### config.mk
export PLATFORM = sky130hd
export DESIGN_NAME = sseg_share_arb
export DESIGN_NICKNAME = d
export VERILOG_FILES = /design/src/rtl/sseg_share_arb.sv
export SDC_FILE = /design/constraint.sdc
export NUM_CORES = 1
export LEC_CHECK = 0
export CAP_MARGIN = 20
export CORE_AREA = 2 2 79 81
export DETAILED_ROUTE_END_ITERATION = 16
export DIE_AREA = 0 0 81 83
export PLACE_DENSITY = 0.83
export REMOVE_ABC_BUFFERS = 1
export SYNTH_ARGS = -nofsm -noshare
export SYNTH_HDL_FRONTEND = slang
export SYNTH_SLANG_ARGS = --single-unit
export TNS_END_PERCENT = 100
### constraint.sdc
create_clock -name clk -period 5.1 [get_ports clk]
set_input_delay 1.275 -clock clk [delete_from_list [all_inputs] [get_ports clk]]
set_output_delay 1.275 -clock clk [all_outputs]
set_load 0.01 [all_outputs]
### src/rtl/sseg_share_arb.sv
// Round-robin arbiter that shares the 4-digit seven-segment display between two clients.
// Grants one owner at a time with a minimum time slice; blanks all digits when idle.
module sseg_share_arb #(
  parameter int          HOLD_CYCLES = 50_000_000,
  parameter logic [7:0]  BLANK       = 8'hFF,
  parameter int          CW          = $clog2(HOLD_CYCLES + 1)
) (
  input  logic        clk,
  input  logic        reset,
  input  logic [1:0]  req,
  input  logic [31:0] c0_d,
  input  logic [31:0] c1_d,
  output logic [1:0]  gnt,
  output logic        busy,
  output logic [7:0]  in0,
  output logic [7:0]  in1,
  output logic [7:0]  in2,
  output logic [7:0]  in3
);

  typedef enum logic [1:0] {
    IDLE = 2'd0,
    OWN0 = 2'd1,
    OWN1 = 2'd2
  } state_t;

  localparam logic [CW-1:0] HOLD_MAX  = CW'(HOLD_CYCLES);
  localparam logic [CW-1:0] HOLD_LAST = CW'(HOLD_CYCLES - 1);

  state_t        state, state_nxt;
  logic [CW-1:0] hold_cnt, hold_cnt_nxt;
  logic          last, last_nxt;
  logic [31:0]   disp_nxt;

  // Next owner, slice counter and display data are all decided here and
  // registered together, so gnt and in0..in3 change on the same edge.
  always_comb begin
    // NOTE: every signal gets a default before any branch so no latch is inferred.
    state_nxt    = state;
    hold_cnt_nxt = hold_cnt;
    last_nxt     = last;
    disp_nxt     = {4{BLANK}};

    unique case (state)
      IDLE: begin
        if (req == 2'b11)      state_nxt = last ? OWN0 : OWN1;
        else if (req[0])       state_nxt = OWN0;
        else if (req[1])       state_nxt = OWN1;
      end
      OWN0: begin
        if (!req[0])                              state_nxt = req[1] ? OWN1 : IDLE;
        else if (req[1] && hold_cnt == HOLD_LAST) state_nxt = OWN1;
      end
      OWN1: begin
        if (!req[1])                              state_nxt = req[0] ? OWN0 : IDLE;
        else if (req[0] && hold_cnt == HOLD_LAST) state_nxt = OWN0;
      end
      default: state_nxt = IDLE;
    endcase

    if (state_nxt != state) begin
      hold_cnt_nxt = '0;
      if (state_nxt == OWN0) last_nxt = 1'b0;
      if (state_nxt == OWN1) last_nxt = 1'b1;
    end else if (state != IDLE && hold_cnt != HOLD_MAX) begin
      hold_cnt_nxt = hold_cnt + 1'b1;
    end

    if (state_nxt == OWN0) disp_nxt = c0_d;
    if (state_nxt == OWN1) disp_nxt = c1_d;
  end

  // NOTE: sequential state uses non-blocking assignments so all registers update from pre-edge values.
  always_ff @(posedge clk) begin
    if (reset) begin
      state    <= IDLE;
      hold_cnt <= '0;
      last     <= 1'b1;
      gnt      <= 2'b00;
      busy     <= 1'b0;
      in0      <= BLANK;
      in1      <= BLANK;
      in2      <= BLANK;
      in3      <= BLANK;
    end else begin
      state    <= state_nxt;
      hold_cnt <= hold_cnt_nxt;
      last     <= last_nxt;
      gnt      <= {state_nxt == OWN1, state_nxt == OWN0};
      busy     <= (state_nxt != IDLE);
      in0      <= disp_nxt[7:0];
      in1      <= disp_nxt[15:8];
      in2      <= disp_nxt[23:16];
      in3      <= disp_nxt[31:24];
    end
  end

endmodule

Yosys cells after proc, flatten, opt, wreduce, memory -nomap -nowiden
Cells that the tools add are included.
- add/sub/neg operators: 1
- mux-type cells: 15
- eq/ne operators: 8
- reductions and logical operators: 9
- operators by type and width (cell ; number):
    32-bit 2-to-1 mux ; 2
    26-bit by 1-bit adder with 26-bit output, second input constant ; 1
    26-bit equality test, second input constant ; 1
    26-bit != test, second input constant ; 1
    2-bit 2-to-1 mux ; 9
    2-bit equality test, second input constant ; 3
    2-bit one-hot mux with 3 select lines ; 1
    2-bit nonzero test ; 3
    2-bit by 1-bit equality test with 1-bit output, second input constant ; 2
    1-bit logical AND ; 3
    1-bit 2-to-1 mux ; 3
    2-bit zero test ; 1
    2-bit != test ; 1
    2-bit AND reduction ; 1
    2-bit OR reduction ; 1
- register bits after elaboration: 64
- output and inout bits: 35
- bits of input ports: 68
- word-level logic and storage cells: 42

Logic depth before layout (Yosys ltp)
Gate-level depths: netlist (run 1).
- depth in word-level cells: 8
- mapped depth: 11
- mapped depth without buffers: 10

Least setup slack after synthesis (run 1)
No wires, ideal clock.
- path kind: input to register
- from: input port req[0]
- to: register in0[7]
- required time: 5.042 ns
- setup time: 0.058 ns
- slack: 2.157 ns
- cell stages on the path: 8
- buffers on the path: 2
- arrival: 2.885 ns
- cells stage by stage: clkbuf_1 > and3_1 > or3_1 > ha_1 > nor2b_1 > nand2b_1 > clkbuf_1 > o22a_1
- word-level cells in the longest chain between the ends: 7
- elaborated cells on any way between the ends: 13
- classes of those cells: eq/ne: 3; mux: 9; reduce/logical: 1
- RTL lines (element ; RTL line ; text):
    from (decl) ; 10 ; input logic [1:0] req,
    1-bit logical AND ; 56 ; else if (req[0] && hold_cnt == HOLD_LAST) state_nxt = OWN0;
    2-bit 2-to-1 mux ; 56 ;
    2-bit 2-to-1 mux ; 55 ; if (!req[1]) state_nxt = req[0] ? OWN0 : IDLE;
    2-bit one-hot mux with 3 select lines * ; 44 ; unique case (state)
    2-bit by 1-bit equality test with 1-bit output ; 69 ; if (state_nxt == OWN0) disp_nxt = c0_d;
    32-bit 2-to-1 mux ; 69 ;
    32-bit 2-to-1 mux * ; 70 ; if (state_nxt == OWN1) disp_nxt = c1_d;
    to (signal assigned) ; 91 ; in0 <= disp_nxt[7:0];
    to (decl) ; 15 ; output logic [7:0] in0,
Every way passes the cells marked *; elsewhere a longest branch is shown, timed or not.
A chain may end at the register's enable or synchronous reset.

Final worst setup path (run 1)
- from: input port req[1]
- to: register in3[7]
- word-level cells in the longest chain between the ends: 7
- elaborated cells on any way between the ends: 14
- classes of those cells: eq/ne: 3; mux: 10; reduce/logical: 1
- RTL lines (element ; RTL line ; text):
    2-bit 2-to-1 mux or 1-bit logical AND (tied branches) ; 48, 52 ;
    2-bit 2-to-1 mux, on equally long branches ; 47, 52 ;
    2-bit 2-to-1 mux, on equally long branches ; 46, 51 ;
    2-bit one-hot mux with 3 select lines * ; 44 ;
    2-bit by 1-bit equality test with 1-bit output ; 69 ;
    32-bit 2-to-1 mux ; 69 ;
    32-bit 2-to-1 mux * ; 70 ;
    to (signal assigned) ; 94 ; in3 <= disp_nxt[31:24];
    to (decl) ; 18 ; output logic [7:0] in3
Marks and branches as above.

==> results of run 1 <==
==> worst max-delay path, stage by stage <==
cell	delay, ps
clkdlybuf4s50_1	640
nand2_1	140
mux2i_1	240
a211o_1	160
ha_1	200
nand2_1	600
o22a_1	470
==> Yosys cell counts (all sizes together) <==
master   instances  share of area
nand3           11          0.021
o211ai           1         0.0028
a211oi           1         0.0028
xor2            16          0.053
nor2            37          0.053
nand2b           1         0.0024
nor4b            2         0.0066
and3             4         0.0095
mux2i            3          0.011
nor4bb           3          0.011
xnor2            9          0.030
clkbuf           6         0.0085
and2             1         0.0024
a22oi            1         0.0028
or2              3         0.0071
buf              7          0.018
or3              2         0.0052
a21oi            1         0.0019
a2111oi          1         0.0033
dfxtp           64           0.48
nand2           17          0.024
o41ai            1          0.010
nor4             5          0.014
nor2b            2         0.0047
and3b            1         0.0033
a211o            1         0.0033
nand4           12          0.031
and4b            1         0.0038
a311oi           1         0.0033
o21ai            1         0.0019
nor3             9          0.017
a31o             1         0.0033
o22a            32           0.11
ha               5          0.024
inv              5         0.0071
nand3b           2         0.0057
==> flip-flops by register name (all words and copies together), names as in the netlist <==
name,count
in1,8
in0,8
gnt,2
hold_cnt,26
last,1
in3,8
busy,1
state,2
in2,8
==> worst max-delay path by stage <==
stage                         to  slack (ps)  cells past startpoint
after floorplan           in0[0]        2120                      6
after global placement    in1[2]        1370                      7
after detailed placement  in0[6]        1280                      7
after CTS                 in3[7]        1620                      7
after global routing      in1[2]        1440                      7
final                     in3[7]        1590                      7
==> per-layer routing <==
layer | vias up | global-route usage | routed length [um]
met5 | - | 0 | 0
met4 | 0 | 0.0724 | 76
met3 | 8 | 0.116 | 608
met2 | 85 | 0.361 | 3600
met1 | 1098 | 0.230 | 2630
li1 | 1175 | - | -
==> logic make-up after synthesis <==
logic type               count (synthesis)  synth area share
XOR/XNOR                                25            0.0828
buffers and inverters                   18            0.0331
AO/OA/AOI/OAI                           42             0.142
flip-flops                              64             0.485
adder cells (fa/ha/maj)                  5            0.0237
AND/OR/NAND/NOR                        113             0.222
multiplexers                             3            0.0114
==> stage by stage <==
| step | std cells | cell area, um^2 | utilization | setup slack, ps |
|---|---|---|---|---|
| 2_1_floorplan | 257 | 2570 | - | 2120 |
| 3_3_place_gp | 436 | 3700 | 0.637 | 1370 |
| 3_5_place_dp | 436 | 3700 | 0.637 | 1280 |
| 4_1_cts | 452 | 3960 | 0.681 | 1620 |
| 5_1_grt | 454 | 3970 | 0.682 | 1440 |
| 6_report | 454 | 3970 | 0.682 | 1590 |
==> power groups by stage <==
stage / clock, mW / sequential [mW] / combinational, mW
after floorplan: 0 / 0.558 / 0.0605
after global placement: 0 / 0.549 / 0.186
after detailed placement: 0 / 0.549 / 0.188
after CTS: 0.555 / 0.537 / 0.191
after global routing: 0.576 / 0.540 / 0.203
final: 0.542 / 0.537 / 0.189
==> cell type report <==
| type | instances | area [um^2] | share of cell area |
|---|---|---|---|
| Clock buffer | 10 | 138 | 0.0347 |
| Timing Repair Buffer | 106 | 1050 | 0.264 |
| Inverter | 5 | 18.8 | 0.00473 |
| Clock inverter | 6 | 115 | 0.0290 |
| Multi-Input combinational cell | 188 | 1270 | 0.321 |
| Tap cell | 75 | 93.8 | 0.0237 |
| Sequential cell | 64 | 1280 | 0.323 |
==> flow_metrics.env, run 1 <==
export IMPL_status="completed"
export IMPL_postCtsHoldBufs=0
export IMPL_p_total_mw=1.27
export IMPL_rsz0062_at_grt="no"
export IMPL_fin_hold_ws_ps=530
export IMPL_p_comb_frac=0.149
export IMPL_viasPerCell=5.21
export IMPL_place_congestion=0.835
export IMPL_post_route_period_util=0.688
export IMPL_hpwl_mm=4.99
export IMPL_switching_share=0.228
export IMPL_fmax_mhz=285
export IMPL_vias=2366
export IMPL_yosys_warnings=0
export IMPL_hold_class="reg2reg"
export IMPL_synth_cells=270
export IMPL_drive_above_1_share=0.0765
export IMPL_final_cell_mix="clkdlybuf4s50_1, dfxtp_1, nor2_1"
export IMPL_worstPathRequired_ps=5330
export IMPL_coreArea_um2=5820
export IMPL_portBuffers=102
export IMPL_setup_tns_ps=0
export IMPL_drtIter0Drc=120
export IMPL_syn_area_per_cell_um2=9.79
export IMPL_p_per_area_nw_per_um2=320
export IMPL_power_frac_clock=0.427
export IMPL_period_needed_ps=3510
export IMPL_dieArea_um2=6720
export IMPL_setup_viol=0
export IMPL_insertion_delay_ps=340
export IMPL_crit_fanout=33
export IMPL_reg2reg_slack_ps=1990
export IMPL_area_growth_synth_to_final_pct=50.1
export IMPL_vdd_ir_drop_worst_mv=0.274
export IMPL_min_delay_start="hold_cnt[25]"
export IMPL_switchingPower_uw=289
export IMPL_hold_path_end="hold_cnt[25]"
export IMPL_synth_cell_types=43
export IMPL_r2r_cells=9
export IMPL_clock_skew_final_ps=8.94
export IMPL_ys_seq_elements=64
export IMPL_rows=28
export IMPL_arrival_ps=3740
export IMPL_drc=0
export IMPL_dieWidth_um=81
export IMPL_cts_buffer_depth=2
export IMPL_h_tree_depth=3
export IMPL_overflow=0
export IMPL_cts_tree="done"
export IMPL_ys_seq_area_frac=0.485
export IMPL_final_max_slew_viol_count=0
export IMPL_grt_max_degree=34
export IMPL_p_int_uw=979
export IMPL_seqPwrFrac=0.424
export IMPL_tightest_slew_ps=1070
export IMPL_postCtsSetupBuffers=0
export IMPL_cts_made_buffers=9
export IMPL_antenna_found_initial=0
export IMPL_drt_pass1_iterations=4
export IMPL_cts_root_buf="clkbuf_8"
export IMPL_finalHoldViolCount=0
export IMPL_maxSlewHeadroom=0.286
export IMPL_clkTransAtPathRegs_ps=70
export IMPL_cts_resized=0
export IMPL_grt_total_usage=0.216
export IMPL_cp_start_kind="input port"
export IMPL_worstHoldPathCells=2
export IMPL_die_h_um=83
export IMPL_fin_nets=447
export IMPL_ioPinCount=103
export IMPL_critPathLaunch="req[1]"
export IMPL_clock_sinks=64
export IMPL_criticalPathCategory="in2reg"
export IMPL_p_leak_nw=1.42
export IMPL_finalWirelength_mm=6.91
export IMPL_grt_pass1_vias=2428
export IMPL_maxCapViolations=0
export IMPL_layout_commonest_cell="clkdlybuf4s50_1"
export IMPL_worstSetupEndpointType="flip-flop"
export IMPL_ant_nets=0
export IMPL_reg2reg_to="in3[7]"
export IMPL_routedWlPerCell_um=15.2
export IMPL_start_util=0.455
export IMPL_grt_first_pass_wirelength_mm=11.1
export IMPL_r2r_start="hold_cnt[1]"
export IMPL_num_antenna_cells=0
export IMPL_synthesis_area_um2=2640
export IMPL_fill_cells=473
Power figures use the tool's default switching activity.
==> run 2: changes to the inputs <==
- CORE_AREA: 2 2 79 81 -> 2 2 86 88
- DIE_AREA: 0 0 81 83 -> 0 0 88 90
- PLACE_DENSITY: 0.83 -> 0.75
- clock period: 5.1 -> 3.2 ns (I/O delays scaled with it)
==> run 2 against run 1 <==
Against the previous run: total power up 51%; critical path depth grew 3; worst setup slack got worse by 1200 ps; first-iteration DRC count down 5.0%; count of clock-buffer cells in the layout fell by 1; clock skew decreased by 0.92 ps; global-route usage down 3.9 points; cell count is 5.3% higher; core utilization decreased by 11 points; sequential share of layout area decreased by 0.19 points.
==> flow_metrics.env, run 2 (synthesized netlist as in run 1, its figures left out) <==
export IMPL_largest_register_ffs=26
export IMPL_cts_made_buffers=9
export IMPL_switchingPower_uw=455
export IMPL_min_delay_start="hold_cnt[25]"
export IMPL_period_needed_ps=2840
export IMPL_p_total_mw=1.91
export IMPL_hpwl_mm=4.97
export IMPL_fin_nets=448
export IMPL_layout_cells_non_filler=478
export IMPL_h_tree_depth=3
export IMPL_cts_buffer_depth=2
export IMPL_finalHoldViolCount=0
export IMPL_fmax_mhz=352
export IMPL_grt_pass1_vias=2342
export IMPL_cts_root_buf="clkbuf_8"
export IMPL_grtUsageMet1=0.191
export IMPL_final_max_slew_viol_count=0
export IMPL_coreArea_um2=7020
export IMPL_area_growth_synth_to_final_pct=51.0
export IMPL_worstHoldPathCells=2
export IMPL_criticalPathCategory="reg2reg"
export IMPL_use_met3=0.0817
export IMPL_start_util=0.377
export IMPL_postCtsHoldBufs=0
export IMPL_rsz0062_at_grt="no"
export IMPL_power_frac_clock=0.391
export IMPL_reg2reg_to="last"
export IMPL_switching_share=0.238
export IMPL_viasPerCell=4.96
export IMPL_final_cell_mix="clkdlybuf4s50_1, dfxtp_1, nor2_1"
export IMPL_post_route_period_util=0.888
export IMPL_top_usage_layer="met2"
export IMPL_maxSlewHeadroom=0.524
export IMPL_arrival_ps=3100
export IMPL_ant_nets=0
export IMPL_clkTransAtPathRegs_ps=70
export IMPL_finalWirelength_mm=6.75
export IMPL_tightest_slew_ps=711
export IMPL_hold_path_end="hold_cnt[25]"
export IMPL_num_antenna_cells=0
export IMPL_portBuffers=102
export IMPL_use_met2=0.296
export IMPL_rows=31
export IMPL_insertion_delay_ps=340
export IMPL_dieWidth_um=88
export IMPL_drt_pass1_iterations=4
export IMPL_clock_skew_final_ps=8.01
export IMPL_grt_max_degree=34
export IMPL_r2r_cells=10
export IMPL_reg2reg_slack_ps=360
export IMPL_top_register="hold_cnt"
export IMPL_vdd_ir_drop_worst_mv=0.337
export IMPL_postCtsSetupBuffers=0
export IMPL_fill_cells=606
export IMPL_crit_fanout=5
export IMPL_p_per_area_nw_per_um2=479
export IMPL_worstPathRequired_ps=3460
export IMPL_cts_resized=0
export IMPL_routedWlPerCell_um=14.1
export IMPL_p_leak_nw=1.42
export IMPL_antenna_found_initial=0
export IMPL_cp_start_kind="flip-flop"
export IMPL_vias=2369
export IMPL_setup_tns_ps=0
export IMPL_setup_viol=0
export IMPL_maxCapViolations=0
export IMPL_grt_total_usage=0.177
export IMPL_p_comb_frac=0.162
export IMPL_cts_tree="done"
export IMPL_die_h_um=90
export IMPL_drtIter0Drc=114
export IMPL_overflow=0
export IMPL_status="completed"
export IMPL_place_congestion=0.872
export IMPL_grt_first_pass_wirelength_mm=11.0
export IMPL_dieArea_um2=7920
export IMPL_p_int_mw=1.45
export IMPL_worstSetupEndpointType="flip-flop"
export IMPL_drive_above_1_share=0.0765
export IMPL_r2r_start="hold_cnt[1]"
export IMPL_seqPwrFrac=0.447
export IMPL_drc=0
export IMPL_place_inst=463
export IMPL_clock_sinks=64
export IMPL_ioPinCount=103
export IMPL_hold_class="reg2reg"
export IMPL_layout_commonest_cell="clkdlybuf4s50_1"
run 2: worst max-delay path by stage:
stage	startpoint	to	slack, ps
6_report	hold_cnt[1]	last	360
5_1_grt	hold_cnt[1]	last	230
4_1_cts	hold_cnt[1]	last	380
3_5_place_dp	req[0]	last	270
3_3_place_gp	req[0]	last	290
2_1_floorplan	hold_cnt[1]	in0[0]	390
run 2: final cells by class:
cell class | instances | area [um^2] | share of cell area
inverter | 5 | 18.8 | 0.00470
tap | 99 | 124 | 0.0310
multi-input combinational | 188 | 1270 | 0.319
timing repair buffer | 107 | 1080 | 0.271
clock inverter | 6 | 85.1 | 0.0213
sequential | 64 | 1280 | 0.321
clock buffer | 9 | 124 | 0.0310
run 2: power by group through the flow:
stage / Sequential, mW / Combinational [mW] / Clock [mW]
after floorplan: 0.889 / 0.0964 / 0
after global placement: 0.872 / 0.305 / 0
after detailed placement: 0.873 / 0.307 / 0
after CTS: 0.855 / 0.311 / 0.761
after global routing: 0.858 / 0.329 / 0.794
final: 0.854 / 0.309 / 0.747
run 2: metal layers:
layer,up-vias,part of all wire
li1,1179,-
met1,1090,0.39
met2,93,0.50
met3,7,0.10
met4,0,0.011
met5,-,0
run 2: through the flow:
stage / hold WS (ps) / utilization / area (um^2) / setup WS, ps
after floorplan: 471 / - / 2570 / 386
after global placement: 493 / 0.539 / 3780 / 294
after detailed placement: 513 / 0.539 / 3780 / 271
after CTS: 532 / 0.569 / 3990 / 379
after global routing: 555 / 0.569 / 3990 / 227
final: 522 / 0.569 / 3990 / 358
run 2: critical path, stage by stage (launching register included):
cell	delay (ps)
dfxtp_1	400
ha_1	220
nand3b_1	100
nor4_2	360
nand2_1	190
and3_1	240
or3_1	410
ha_1	330
nand3_1	70
o21ai_0	240
mux2i_1	220
==> run 3: changes to the inputs <==
- CORE_AREA: 2 2 86 88 -> 2 2 79 81
- DIE_AREA: 0 0 88 90 -> 0 0 81 83
- PLACE_DENSITY: 0.75 -> 0.83
- clock period: 3.2 -> 3.5 ns (I/O delays scaled with it)
==> run 3 against run 2 <==
Against the previous run: non-clock buffer count down 1; via count increased by 2.2%; flip-flop and latch count unchanged; cell area decreased by 1.8%; die area fell by 15%; critical endpoint is now in1[7]; largest cell class unchanged; largest power group unchanged.
==> flow_metrics.env, run 3 (synthesized netlist as in run 1, its figures left out) <==
export IMPL_h_tree_depth=3
export IMPL_clkTransAtPathRegs_ps=70
export IMPL_hpwl_mm=5.08
export IMPL_ioPinCount=103
export IMPL_criticalPathCategory="reg2reg"
export IMPL_drt_pass1_iterations=4
export IMPL_maxSlewHeadroom=0.275
export IMPL_finalHoldViolCount=0
export IMPL_multi_input_area_um2=1270
export IMPL_slowest_delay_ps=420
export IMPL_critPathLaunch="hold_cnt[1]"
export IMPL_routedWlPerCell_um=15.1
export IMPL_worstPathCellList="ha_1 -> nand3b_1 -> nor4_2 -> nand2_1 -> and3_1 -> or3_1 -> ha_1 -> nor2b_1 -> nand2b_1 -> buf_4 -> o22a_1"
export IMPL_ant_nets=0
export IMPL_drtIter0Drc=158
export IMPL_postCtsHoldBufs=0
export IMPL_place_congestion=0.863
export IMPL_coreArea_um2=5820
export IMPL_cts_root_buf="clkbuf_8"
export IMPL_clock_skew_final_ps=8.36
export IMPL_fmax_mhz=341
export IMPL_worstPathRequired_ps=3770
export IMPL_vdd_ir_drop_worst_mv=0.258
export IMPL_maxCapViolations=0
export IMPL_critPathBufInv=1
export IMPL_cp_start_kind="flip-flop"
export IMPL_post_route_period_util=0.837
export IMPL_viasPerCell=5.33
export IMPL_drc=0
export IMPL_r2r_start="hold_cnt[1]"
export IMPL_setup_tns_ps=0
export IMPL_rsz0062_at_grt="no"
export IMPL_drive_above_1_share=0.0712
export IMPL_fin_nets=447
export IMPL_grt_max_degree=34
export IMPL_die_h_um=83
export IMPL_period_needed_ps=2930
export IMPL_final_core_util=0.674
export IMPL_hold_class="reg2reg"
export IMPL_crit_fanout=32
export IMPL_dpl_cell_area_um2=3720
export IMPL_grt_total_usage=0.219
export IMPL_setup_viol=0
export IMPL_cts_tree="done"
export IMPL_cts_buffer_depth=2
export IMPL_insertion_delay_ps=330
export IMPL_layout_cells_non_filler=454
export IMPL_final_max_slew_viol_count=0
export IMPL_area_growth_synth_to_final_pct=48.2
export IMPL_num_antenna_cells=0
export IMPL_worstSetupEndpointType="flip-flop"
export IMPL_arrival_ps=3200
export IMPL_seqCellArea_um2=1280
export IMPL_final_cell_mix="clkdlybuf4s50_1, dfxtp_1, nor2_1"
export IMPL_overflow=0
export IMPL_postCtsSetupBuffers=0
export IMPL_cts_made_buffers=9
export IMPL_grt_first_pass_wirelength_mm=11.3
export IMPL_top_register="hold_cnt"
export IMPL_vias=2421
export IMPL_crit_path_frequent_cell="ha_1"
export IMPL_cts_resized=0
export IMPL_start_util=0.455
export IMPL_layout_commonest_cell="clkdlybuf4s50_1"
export IMPL_rows=28
export IMPL_clock_sinks=64
export IMPL_fill_cells=477
export IMPL_place_inst=438
export IMPL_status="completed"
export IMPL_critPathTopFamily="simple AND/OR/NAND/NOR gates"
export IMPL_dieArea_um2=6720
export IMPL_p_per_area_nw_per_um2=432
export IMPL_finalWirelength_mm=6.88
export IMPL_crit_slowest_cell="dfxtp_1"
export IMPL_tightest_slew_ps=1080
export IMPL_antenna_found_initial=0
export IMPL_final_area_um2=3920
export IMPL_grt_pass1_vias=2457
export IMPL_largest_register_ffs=26
export IMPL_dieWidth_um=81
export IMPL_min_delay_start="hold_cnt[25]"
export IMPL_p_leak_nw=1.40
export IMPL_portBuffers=102
## run 3: cell count changes in the layout (fill, tap and decap cells not counted), sizes merged
| cell | delta |
|---|---|
| clkbuf | +4 |
| buf | -1 |
| bufinv | -1 |
| clkinvlp | -2 |
## run 3: worst min-delay path, stage by stage, from the launching register on
cell	delay [ps]
dfxtp_1	340
xor2_1	80
nor2_1	70
## run 3: layer usage
metal / track usage / up-vias / part of all wire
met2: 0.372 / 98 / 0.52
li1: - / 1181 / -
met4: 0.0955 / 0 / 0.021
met5: 0 / - / 0
met3: 0.0859 / 19 / 0.092
met1: 0.235 / 1123 / 0.37
## run 3: final timing paths
check,slack [ps],to,cells after the start
max,570,in1[7],11
min,520,hold_cnt[25],2
max reg2reg,570,in1[7],11
min reg2reg,520,hold_cnt[25],2
## run 3: final cells by class
| type | instances | area share |
|---|---|---|
| clock buffer | 13 | 0.0405 |
| clock inverter | 3 | 0.0102 |
| inverter | 5 | 0.00479 |
| multi-input combinational | 188 | 0.325 |
| sequential | 64 | 0.327 |
| tap | 75 | 0.0239 |
| timing repair buffer | 106 | 0.268 |
## run 3: per-stage QoR
stage,power (mW),worst slack (ps),hold WS (ps)
global route,1.76,364,562
detailed placement,1.07,449,505
global placement,1.07,503,491
CTS,1.71,593,525
floorplan,0.901,686,471
finish,1.69,570,521
## run 3: power by group
| group | switching, mW | leakage, nW | internal, mW |
|---|---|---|---|
| clock | 0.268 | 0.103 | 0.366 |
| combinational | 0.109 | 0.779 | 0.166 |
| sequential | 0.0180 | 0.522 | 0.766 |
| total | 0.395 | 1.40 | 1.30 |
